<file path="src/rtl/ahb_txn_arbiter_if.sv">
// Requester command/response channels plus the AHB-Lite master bus of ahb_txn_arbiter.
interface ahb_txn_arbiter_if;
    localparam int unsigned N_REQ = 2;
    localparam int unsigned AW    = 32;
    localparam int unsigned DW    = 32;
    localparam int unsigned SW    = 3;

    logic [N_REQ-1:0]    REQ_VALID;
    logic [N_REQ-1:0]    REQ_READY;
    logic [N_REQ-1:0]    REQ_WRITE;
    logic [N_REQ-1:0]    REQ_LOCK;
    logic [N_REQ*AW-1:0] REQ_ADDR;
    logic [N_REQ*SW-1:0] REQ_SIZE;
    logic [N_REQ*DW-1:0] REQ_WDATA;
    logic [N_REQ-1:0]    RSP_VALID;
    logic                RSP_ERR;
    logic [DW-1:0]       RSP_RDATA;
    logic [N_REQ-1:0]    GRANT;
    logic [AW-1:0]       HADDR;
    logic [1:0]          HTRANS;
    logic                HWRITE;
    logic [SW-1:0]       HSIZE;
    logic [2:0]          HBURST;
    logic [3:0]          HPROT;
    logic                HMASTLOCK;
    logic [DW-1:0]       HWDATA;
    logic [DW-1:0]       HRDATA;
    logic                HREADY;
    logic                HRESP;

    // Arbiter side: consumes commands and slave responses, drives the bus.
    modport master (
        input  REQ_VALID, REQ_WRITE, REQ_LOCK, REQ_ADDR, REQ_SIZE, REQ_WDATA,
        input  HRDATA, HREADY, HRESP,
        output REQ_READY, RSP_VALID, RSP_ERR, RSP_RDATA, GRANT,
        output HADDR, HTRANS, HWRITE, HSIZE, HBURST, HPROT, HMASTLOCK, HWDATA
    );

    // Environment side: requesters and the AHB-Lite slave.
    modport slave (
        output REQ_VALID, REQ_WRITE, REQ_LOCK, REQ_ADDR, REQ_SIZE, REQ_WDATA,
        output HRDATA, HREADY, HRESP,
        input  REQ_READY, RSP_VALID, RSP_ERR, RSP_RDATA, GRANT,
        input  HADDR, HTRANS, HWRITE, HSIZE, HBURST, HPROT, HMASTLOCK, HWDATA
    );
endinterface

</file>
<file path="src/rtl/ahb_txn_arbiter.sv">
// Two-requester round-robin scheduler issuing single NONSEQ transfers on one AHB-Lite master port.
module ahb_txn_arbiter (
    input  logic              HCLK,
    input  logic              HRESETN,
    ahb_txn_arbiter_if.master bus
);
    localparam int unsigned AW = 32;
    localparam int unsigned DW = 32;
    localparam int unsigned SW = 3;
    localparam logic [1:0] HTRANS_IDLE   = 2'b00;
    localparam logic [1:0] HTRANS_NONSEQ = 2'b10;

    typedef enum logic [1:0] {S_IDLE, S_ADDR, S_DATA, S_RSP} state_e;

    state_e          state_q, state_d;
    logic [1:0]      grant_q, grant_d;
    logic            last_q, last_d;          // requester served most recently; owns a held lock
    logic            lock_hold_q, lock_hold_d;
    logic            cmd_write_q, cmd_write_d;
    logic            cmd_lock_q, cmd_lock_d;
    logic [AW-1:0]   cmd_addr_q, cmd_addr_d;
    logic [SW-1:0]   cmd_size_q, cmd_size_d;
    logic [DW-1:0]   cmd_wdata_q, cmd_wdata_d;
    logic [1:0]      rsp_valid_q, rsp_valid_d;
    logic            rsp_err_q, rsp_err_d;
    logic [DW-1:0]   rsp_rdata_q, rsp_rdata_d;
    logic [AW-1:0]   haddr_q, haddr_d;
    logic [1:0]      htrans_q, htrans_d;
    logic            hwrite_q, hwrite_d;
    logic [SW-1:0]   hsize_q, hsize_d;
    logic            hmastlock_q, hmastlock_d;
    logic [DW-1:0]   hwdata_q, hwdata_d;
    logic [1:0]      req_ready_c;

    logic            pick_vld;
    logic            pick_idx;
    logic [AW-1:0]   sel_addr;
    logic [SW-1:0]   sel_size;
    logic            sel_misaligned;

    // Round-robin pick; a held lock restricts eligibility to its owner.
    always_comb begin
        pick_vld = 1'b0;
        pick_idx = 1'b0;
        if (lock_hold_q) begin
            pick_vld = bus.REQ_VALID[last_q];
            pick_idx = last_q;
        end else if (&bus.REQ_VALID) begin
            pick_vld = 1'b1;
            pick_idx = ~last_q;
        end else if (bus.REQ_VALID[1]) begin
            pick_vld = 1'b1;
            pick_idx = 1'b1;
        end else if (bus.REQ_VALID[0]) begin
            pick_vld = 1'b1;
            pick_idx = 1'b0;
        end
    end

    // Selected requester's address/size and its alignment check.
    always_comb begin
        sel_addr       = pick_idx ? bus.REQ_ADDR[2*AW-1:AW] : bus.REQ_ADDR[AW-1:0];
        sel_size       = pick_idx ? bus.REQ_SIZE[2*SW-1:SW] : bus.REQ_SIZE[SW-1:0];
        sel_misaligned = (sel_size > 3'd2)
                       || ((sel_size == 3'd1) && sel_addr[0])
                       || ((sel_size == 3'd2) && (sel_addr[1:0] != 2'b00));
    end

    // Next state, command capture and next values of every registered output.
    always_comb begin
        state_d     = state_q;
        grant_d     = grant_q;
        last_d      = last_q;
        lock_hold_d = lock_hold_q;
        cmd_write_d = cmd_write_q;
        cmd_lock_d  = cmd_lock_q;
        cmd_addr_d  = cmd_addr_q;
        cmd_size_d  = cmd_size_q;
        cmd_wdata_d = cmd_wdata_q;
        rsp_valid_d = 2'b00;
        rsp_err_d   = 1'b0;
        rsp_rdata_d = '0;
        haddr_d     = '0;
        htrans_d    = HTRANS_IDLE;
        hwrite_d    = 1'b0;
        hsize_d     = '0;
        hmastlock_d = 1'b0;
        hwdata_d    = '0;
        req_ready_c = 2'b00;

        case (state_q)
            S_IDLE: begin
                if (HRESETN && pick_vld) begin
                    req_ready_c[pick_idx] = 1'b1;
                    cmd_write_d = bus.REQ_WRITE[pick_idx];
                    cmd_lock_d  = bus.REQ_LOCK[pick_idx];
                    cmd_addr_d  = sel_addr;
                    cmd_size_d  = sel_size;
                    cmd_wdata_d = pick_idx ? bus.REQ_WDATA[2*DW-1:DW] : bus.REQ_WDATA[DW-1:0];
                    grant_d     = pick_idx ? 2'b10 : 2'b01;
                    if (sel_misaligned) begin
                        state_d     = S_RSP;
                        rsp_valid_d = pick_idx ? 2'b10 : 2'b01;
                        rsp_err_d   = 1'b1;
                    end else begin
                        state_d = S_ADDR;
                    end
                end
            end
            S_ADDR: begin
                if (bus.HREADY) begin
                    state_d = S_DATA;
                end
            end
            S_DATA: begin
                if (bus.HREADY) begin
                    state_d     = S_RSP;
                    rsp_valid_d = grant_q;
                    rsp_err_d   = bus.HRESP;
                    rsp_rdata_d = (!cmd_write_q && !bus.HRESP) ? bus.HRDATA : '0;
                end
            end
            S_RSP: begin
                state_d     = S_IDLE;
                grant_d     = 2'b00;
                last_d      = grant_q[1];
                lock_hold_d = cmd_lock_q && !rsp_err_q;
            end
            default: state_d = S_IDLE;
        endcase

        case (state_d)
            S_IDLE: hmastlock_d = lock_hold_d;
            S_ADDR: begin
                htrans_d    = HTRANS_NONSEQ;
                haddr_d     = cmd_addr_d;
                hwrite_d    = cmd_write_d;
                hsize_d     = cmd_size_d;
                hmastlock_d = cmd_lock_d || lock_hold_d;
            end
            S_DATA: begin
                hwdata_d    = cmd_write_d ? cmd_wdata_d : '0;
                hmastlock_d = cmd_lock_d || lock_hold_d;
            end
            default: hmastlock_d = 1'b0;
        endcase
    end

    // State, command and output registers with synchronous reset.
    always_ff @(posedge HCLK) begin
        if (!HRESETN) begin
            state_q     <= S_IDLE;
            grant_q     <= 2'b00;
            last_q      <= 1'b1;
            lock_hold_q <= 1'b0;
            cmd_write_q <= 1'b0;
            cmd_lock_q  <= 1'b0;
            cmd_addr_q  <= '0;
            cmd_size_q  <= '0;
            cmd_wdata_q <= '0;
            rsp_valid_q <= 2'b00;
            rsp_err_q   <= 1'b0;
            rsp_rdata_q <= '0;
            haddr_q     <= '0;
            htrans_q    <= HTRANS_IDLE;
            hwrite_q    <= 1'b0;
            hsize_q     <= '0;
            hmastlock_q <= 1'b0;
            hwdata_q    <= '0;
        end else begin
            state_q     <= state_d;
            grant_q     <= grant_d;
            last_q      <= last_d;
            lock_hold_q <= lock_hold_d;
            cmd_write_q <= cmd_write_d;
            cmd_lock_q  <= cmd_lock_d;
            cmd_addr_q  <= cmd_addr_d;
            cmd_size_q  <= cmd_size_d;
            cmd_wdata_q <= cmd_wdata_d;
            rsp_valid_q <= rsp_valid_d;
            rsp_err_q   <= rsp_err_d;
            rsp_rdata_q <= rsp_rdata_d;
            haddr_q     <= haddr_d;
            htrans_q    <= htrans_d;
            hwrite_q    <= hwrite_d;
            hsize_q     <= hsize_d;
            hmastlock_q <= hmastlock_d;
            hwdata_q    <= hwdata_d;
        end
    end

    assign bus.REQ_READY = req_ready_c;
    assign bus.GRANT     = grant_q;
    assign bus.RSP_VALID = rsp_valid_q;
    assign bus.RSP_ERR   = rsp_err_q;
    assign bus.RSP_RDATA = rsp_rdata_q;
    assign bus.HADDR     = haddr_q;
    assign bus.HTRANS    = htrans_q;
    assign bus.HWRITE    = hwrite_q;
    assign bus.HSIZE     = hsize_q;
    assign bus.HBURST    = 3'b000;
    assign bus.HPROT     = 4'b0011;
    assign bus.HMASTLOCK = hmastlock_q;
    assign bus.HWDATA    = hwdata_q;
endmodule

</file>
<file path="src/flat_wrapper.sv">
// flat-port wrapper written by rule: the top's interface ports become plain ports
module ahb_txn_arbiter_flat 
  (HCLK, HRESETN, bus_REQ_VALID, bus_REQ_WRITE, bus_REQ_LOCK, bus_REQ_ADDR, bus_REQ_SIZE, bus_REQ_WDATA, bus_HRDATA, bus_HREADY, bus_HRESP, bus_REQ_READY, bus_RSP_VALID, bus_RSP_ERR, bus_RSP_RDATA, bus_GRANT, bus_HADDR, bus_HTRANS, bus_HWRITE, bus_HSIZE, bus_HBURST, bus_HPROT, bus_HMASTLOCK, bus_HWDATA);
  ahb_txn_arbiter_if bus_i ();
  input  logic HCLK;
  input  logic HRESETN;
  input wire logic [$bits(bus_i.REQ_VALID)-1:0] bus_REQ_VALID;
  input wire logic [$bits(bus_i.REQ_WRITE)-1:0] bus_REQ_WRITE;
  input wire logic [$bits(bus_i.REQ_LOCK)-1:0] bus_REQ_LOCK;
  input wire logic [$bits(bus_i.REQ_ADDR)-1:0] bus_REQ_ADDR;
  input wire logic [$bits(bus_i.REQ_SIZE)-1:0] bus_REQ_SIZE;
  input wire logic [$bits(bus_i.REQ_WDATA)-1:0] bus_REQ_WDATA;
  input wire logic [$bits(bus_i.HRDATA)-1:0] bus_HRDATA;
  input wire logic [$bits(bus_i.HREADY)-1:0] bus_HREADY;
  input wire logic [$bits(bus_i.HRESP)-1:0] bus_HRESP;
  output wire logic [$bits(bus_i.REQ_READY)-1:0] bus_REQ_READY;
  output wire logic [$bits(bus_i.RSP_VALID)-1:0] bus_RSP_VALID;
  output wire logic [$bits(bus_i.RSP_ERR)-1:0] bus_RSP_ERR;
  output wire logic [$bits(bus_i.RSP_RDATA)-1:0] bus_RSP_RDATA;
  output wire logic [$bits(bus_i.GRANT)-1:0] bus_GRANT;
  output wire logic [$bits(bus_i.HADDR)-1:0] bus_HADDR;
  output wire logic [$bits(bus_i.HTRANS)-1:0] bus_HTRANS;
  output wire logic [$bits(bus_i.HWRITE)-1:0] bus_HWRITE;
  output wire logic [$bits(bus_i.HSIZE)-1:0] bus_HSIZE;
  output wire logic [$bits(bus_i.HBURST)-1:0] bus_HBURST;
  output wire logic [$bits(bus_i.HPROT)-1:0] bus_HPROT;
  output wire logic [$bits(bus_i.HMASTLOCK)-1:0] bus_HMASTLOCK;
  output wire logic [$bits(bus_i.HWDATA)-1:0] bus_HWDATA;
  assign bus_i.REQ_VALID = bus_REQ_VALID;
  assign bus_i.REQ_WRITE = bus_REQ_WRITE;
  assign bus_i.REQ_LOCK = bus_REQ_LOCK;
  assign bus_i.REQ_ADDR = bus_REQ_ADDR;
  assign bus_i.REQ_SIZE = bus_REQ_SIZE;
  assign bus_i.REQ_WDATA = bus_REQ_WDATA;
  assign bus_i.HRDATA = bus_HRDATA;
  assign bus_i.HREADY = bus_HREADY;
  assign bus_i.HRESP = bus_HRESP;
  assign bus_REQ_READY = bus_i.REQ_READY;
  assign bus_RSP_VALID = bus_i.RSP_VALID;
  assign bus_RSP_ERR = bus_i.RSP_ERR;
  assign bus_RSP_RDATA = bus_i.RSP_RDATA;
  assign bus_GRANT = bus_i.GRANT;
  assign bus_HADDR = bus_i.HADDR;
  assign bus_HTRANS = bus_i.HTRANS;
  assign bus_HWRITE = bus_i.HWRITE;
  assign bus_HSIZE = bus_i.HSIZE;
  assign bus_HBURST = bus_i.HBURST;
  assign bus_HPROT = bus_i.HPROT;
  assign bus_HMASTLOCK = bus_i.HMASTLOCK;
  assign bus_HWDATA = bus_i.HWDATA;
  ahb_txn_arbiter u_core (.HCLK(HCLK), .HRESETN(HRESETN), .bus(bus_i));
endmodule
</file>
<file path="config.mk">
export PLATFORM = sky130hd
export DESIGN_NAME = ahb_txn_arbiter_flat
export DESIGN_NICKNAME = d
export VERILOG_FILES = /design/src/rtl/ahb_txn_arbiter_if.sv /design/src/rtl/ahb_txn_arbiter.sv /design/src/flat_wrapper.sv
export SDC_FILE = /design/constraint.sdc
export NUM_CORES = 1
export LEC_CHECK = 0
export BUFFER_PORTS_ARGS = -buffer_cell sky130_fd_sc_hd__buf_2
export CAP_MARGIN = 0
export CORE_UTILIZATION = 40
export CTS_BUF_LIST = sky130_fd_sc_hd__clkbuf_8
export CTS_CLUSTER_DIAMETER = 80
export DETAILED_ROUTE_END_ITERATION = 7
export PLACE_DENSITY = 0.79
export SYNTH_ARGS = -nofsm -noshare
export SYNTH_HDL_FRONTEND = slang
export SYNTH_SLANG_ARGS = --single-unit
export TNS_END_PERCENT = 10
</file>
<file path="constraint.sdc">
create_clock -name HCLK -period 3.4 [get_ports HCLK]
set_clock_uncertainty 0.1 [all_clocks]
set_input_delay 0.68 -clock HCLK [delete_from_list [all_inputs] [get_ports HCLK]]
set_output_delay 0.68 -clock HCLK [all_outputs]
set_load 0.005 [all_outputs]
</file>
# After elaboration in Yosys (flattened, before gate mapping)
# Index checks and enable logic that the tools add are counted.
[totals]
input_bits = 176
ff_bits = 181
out_inout_bits = 117
word_cells = 102
[op_classes]
n_lt_le_gt_ge = 4
reduce_logical = 22
n_eq_ne = 8
mux = 49
bitwise_logic = 1
[op_table]
columns = ["cell", "count"]
rows = [
  ["32-bit two-way mux", 6],
  ["2-bit two-way mux", 12],
  ["1-bit two-way mux", 22],
  ["3-bit two-way mux", 3],
  ["2-bit case mux with 2 select lines", 2],
  ["2-bit case mux with 4 select lines", 1],
  ["2-bit == test (second input constant)", 3],
  ["1-bit logical AND", 6],
  ["2-bit AND reduction", 3],
  ["2-bit by 1-bit == test with 1-bit output (second input constant)", 2],
  ["2-bit zero test", 2],
  ["1-bit by 2-bit less-than comparator with 1-bit output (second input constant)", 2],
  ["1-bit case mux with 2 select lines", 2],
  ["4-bit AND reduction", 1],
  ["2-bit nonzero test", 2],
  ["3-bit by 1-bit == test with 1-bit output (second input constant)", 1],
  ["3-bit by 2-bit == test with 1-bit output (second input constant)", 1],
  ["3-bit by 2-bit greater-than comparator with 1-bit output (second input constant)", 1],
  ["1-bit zero test", 3],
  ["1-bit logical OR", 3],
  ["3-bit AND reduction", 1],
  ["2-bit by 1-bit != test with 1-bit output (second input constant)", 1],
  ["2-bit OR reduction", 1],
  ["1-bit demux with 1-bit select", 1],
  ["other kinds (2)", 2],
]

# Depth between registers and ports, before layout
[depth]
word_depth = 14
mapped_depth = 13
ltp_nobuf = 11

# Worst setup path after synthesis
# No wires, ideal clock.
[synth_timing]
kind = "input-to-reg"
start = "input bus_REQ_VALID[1]"
end = "register u_core.haddr_q[23] (netlist: u_core.bus.HADDR[23])"
arrival_ps = 2590
path_buffers = 1
path_slack_ps = 595
cell_stages = 11
required_ps = 3185
cell_sequence = "nor2b_1 > o21ai_1 > o221a_2 > o21ai_0 > a211oi_2 > inv_1 > ha_1 > nand2_1 > inv_1 > clkbuf_1 > and2_1"
[synth_via]
elab_chain_len = 13
[synth_lines]
columns = ["item", "line_no", "source"]
rows = [
  ["from (decl)", "flat_wrapper.sv:7", "input wire logic [$bits(bus_i.REQ_VALID)-1:0] bus_REQ_VALID;"],
  ["branches (longest 9 deep; another with 3-bit by 2-bit greater-than comparator with 1-bit output)", "n/a", ""],
  ["2-bit two-way mux *", "ahb_txn_arbiter.sv:93", "if (HRESETN && pick_vld) begin"],
  ["2-bit case mux with 4 select lines *", "ahb_txn_arbiter.sv:91", "case (state_q)"],
  ["via u_core.state_d[1]", "ahb_txn_arbiter.sv:15", "state_e state_q, state_d;"],
  ["2-bit by 1-bit == test with 1-bit output *", "ahb_txn_arbiter.sv:132", "case (state_d)"],
  ["2-bit AND reduction (no line) *", "n/a", ""],
  ["to (signal assigned)", "ahb_txn_arbiter.sv:183", "haddr_q <= haddr_d;"],
  ["to (decl)", "ahb_txn_arbiter.sv:27", "logic [AW-1:0] haddr_q, haddr_d;"],
]
# Mark *: on every way through the listed nets, which the timed path passes. The select of a mux whose other input is x is not followed.
# A chain may end at the register's enable or synchronous reset.

# Worst setup path after layout
[layout_timing]
start = "register u_core.lock_hold_q"
end = "register u_core.haddr_q[21] (netlist: u_core.bus.HADDR[21])"
[layout_via]
elab_chain_len = 11
[layout_lines]
columns = ["item", "line_no", "source"]
rows = [
  ["from (decl)", "ahb_txn_arbiter.sv:18", "logic lock_hold_q, lock_hold_d;"],
  ["from (signal assigned)", "ahb_txn_arbiter.sv:174", "lock_hold_q <= lock_hold_d;"],
  ["branches (longest 7 deep; another with 3-bit by 2-bit greater-than comparator with 1-bit output)", "n/a", ""],
  ["2-bit two-way mux *", "ahb_txn_arbiter.sv:93", ""],
  ["2-bit case mux with 4 select lines *", "ahb_txn_arbiter.sv:91", ""],
  ["via u_core.state_d[1]", "ahb_txn_arbiter.sv:15", ""],
  ["2-bit by 1-bit == test with 1-bit output *", "ahb_txn_arbiter.sv:132", ""],
  ["2-bit AND reduction (no line) *", "n/a", ""],
]
# Mark *: on every way through the listed nets, which the timed path passes.

==> results.toml <==
[outcome]
outcome = "completed"

[power_and_ir_drop]
peakVddDrop_uv = 223
powerDensity_nw_per_um2 = 494
leakage_nw = 4.41
p_total_w = 0.00435

[routing]
wirelength_mm = 15.3
drc = 0
drtIter0Drc = 169
vias = 5443
vias_per_cell = 4.56
routedWlPerCell_um = 12.8
first_pass_iters = 4
ant_nets = 0

[clock_tree]
cts_buffers = 17
clock_latency_ns = 0.45
cts_tree = "done"
clock_sinks = 180
clk_pin_slew_ns = 0.10
root_buffer = "clkbuf_8"
post_cts_resized = 0
h-tree-depth = 4
clock_path_buffers = 2
post_cts_buffers = 0
cts_hold_buf = 0

[global_route]
grt_pass1_vias = 5122
grtUsageTotal = 0.177
grt_max_degree = 82
antenna_found_initial = 1
grt_overflow = 0
grt_pass1_wl_mm = 24.5

[placement]
hpwl_mm = 11.1
pre_cts_ws_ns = 0.0773
port_buffers = 284
place_area_sq_um = 8400
place.gp.congestion = 0.792

[layout]
layout.nets = 1141
area_growth_pct = 29.3
antenna_cells = 0
multi_input_area_sq_um = 2950
final_util = 0.531
n_fill_cell = 1554
layout-drive-gt1-share = 0.350
seq_area_sq_um = 3600
fin_area_sq_um = 8800

[timing]
worstMarginPinSlew_ns = 0.699
rsz0062_at_grt = "false"
fin_tns_setup_ns = 0
maxSlewViolCount = 0
clock.fmax_mhz = 343
setup-violations-final = 0
slew-limit-headroom = 0.534
period_needed_ns = 2.92
worst_slack_ns = 0.481
hold_viol = 0
post-route-period-util = 0.858

[synth]
synth_edf_count = 0
synth_top_cell_by_area = "dfxtp_1"
ys_ff_latch = 180
synth_top_area_frac = 0.529
yosysUniqueCellTypes = 46
async_flop_share = 0
synth-seq-area-share = 0.529
synthFlopType = "dfxtp_1"
avgSynthCellArea_sq_um = 9.84
synth_area_leaders = "dfxtp_1, and2_1, mux2i_1"
ys_top_cells_by_count = "dfxtp_1, and2_1, nand2_1"
synth_area_sq_um = 6810
synth.most_common_cell = "dfxtp_1"
syn_inst = 692
yosys_warnings = 0

[floorplan]
initial_core_util = 0.411
core_sq_um = 16600
rows = 47
dieHeight_um = 132
die_area_sq_um = 17600
die_w_um = 132
io_pins = 293

[min_path]
whs_path_depth = 2
hold_path_end = "u_core.bus.RSP_RDATA[11]"
hold_class = "input pin to register"
hold_path_startpoint = "bus_HRDATA[11]"

[critical_path]
r2r-start = "u_core.lock_hold_q"
cp.arrival_ns = 3.17
worstSetupPathType = "register to register"
reg2reg_to = "u_core.bus.HADDR[21]"
cp-end-kind = "register"
crit_path_start_kind = "register"
cp.required_ns = 3.65
regToRegSetupSlack_ns = 0.48
crit_fanout = 21
rr_worst_depth = 10

[run]
maxCapViolCount = 0
[state kept, by name, summed over array words and instances, names as in the netlist]
name / count
u_core.bus.GRANT: 2
u_core.bus.HADDR: 32
u_core.bus.HMASTLOCK: 1
u_core.bus.HSIZE: 3
u_core.bus.HTRANS: 1
u_core.bus.HWDATA: 32
u_core.bus.HWRITE: 1
u_core.bus.RSP_ERR: 1
u_core.bus.RSP_RDATA: 32
u_core.bus.RSP_VALID: 2
u_core.cmd_addr_q: 32
u_core.cmd_lock_q: 1
u_core.cmd_size_q: 3
u_core.cmd_wdata_q: 32
u_core.cmd_write_q: 1
u_core.last_q: 1
u_core.lock_hold_q: 1
u_core.state_q: 2
[layout make-up]
cell class	count	area share
Clock buffer	17	0.0266
Clock inverter	15	0.0188
Inverter	9	0.00384
Multi-Input combinational cell	458	0.335
Sequential cell	180	0.409
Tap cell	220	0.0313
Timing Repair Buffer	295	0.175
[cells in the final DEF, fill, tap and decap left out, types with 9 or more instances in the layout]
master	instances
buf_2	284
dfxtp_1	180
and2_1	128
nand2_1	70
mux2i_1	65
o21ai_0	61
nor2b_1	43
clkbuf_8	17
nor2_1	16
inv_1	9
[worst max-delay path by stage]
| stage | startpoint | to | slack (ns) | depth (start not counted) |
|---|---|---|---|---|
| finish | u_core.lock_hold_q | u_core.bus.HADDR[21] | 0.48 | 10 |
| global route | u_core.lock_hold_q | u_core.bus.HADDR[3] | 0.24 | 10 |
| CTS | u_core.lock_hold_q | u_core.bus.HADDR[7] | 0.50 | 10 |
| detailed placement | bus_REQ_VALID[1] | u_core.bus.HADDR[3] | 0.08 | 12 |
| global placement | bus_REQ_VALID[1] | u_core.bus.HADDR[16] | 0.15 | 12 |
| floorplan | bus_REQ_VALID[1] | u_core.bus.HADDR[23] | 0.59 | 11 |
[worst max-delay path: stages, from the launching register on]
cell and delay, ns:
dfxtp_1 0.68, or2_0 0.39, o221a_2 0.32, o21ai_0 0.11
a211oi_2 0.26, inv_1 0.09, ha_1 0.22, nand2_1 0.16
inv_1 0.10, buf_4 0.21, and2_1 0.17
[where the power goes]
group / internal [W] / switching (W)
Sequential: 0.00222 / 0.0000397
Combinational: 0.000316 / 0.000346
Clock: 0.000614 / 0.000813
Total: 0.00315 / 0.00120
[through the flow]
stage | hold WS [ns] | cells
after floorplan | 0.343 | 698
after global placement | 0.356 | 1162
after detailed placement | 0.374 | 1162
after CTS | 0.276 | 1194
after global routing | 0.282 | 1194
final | 0.313 | 1194
[metal layers]
layer	GRT usage	vias up	share of wire
li1	-	2790	-
met1	0.210	2432	0.43
met2	0.306	202	0.48
met3	0.0521	19	0.071
met4	0.0600	0	0.013
met5	0	-	0
[cells by family (layout without fill, tap and decap cells)]
logic type | count (synthesis) | count (layout) | share of synthesized area
AOI/OAI and AO/OA | 102 | 102 | 0.0955
adders and majority gates | 4 | 4 | 0.00735
buffers and inverters | 60 | 336 | 0.0443
DFF | 180 | 180 | 0.529
muxes | 66 | 66 | 0.0972
other | 2 | 8 | 0.00110
and+or+nand+nor | 278 | 278 | 0.225
No activity file was read; power rests on OpenSTA's default activity.
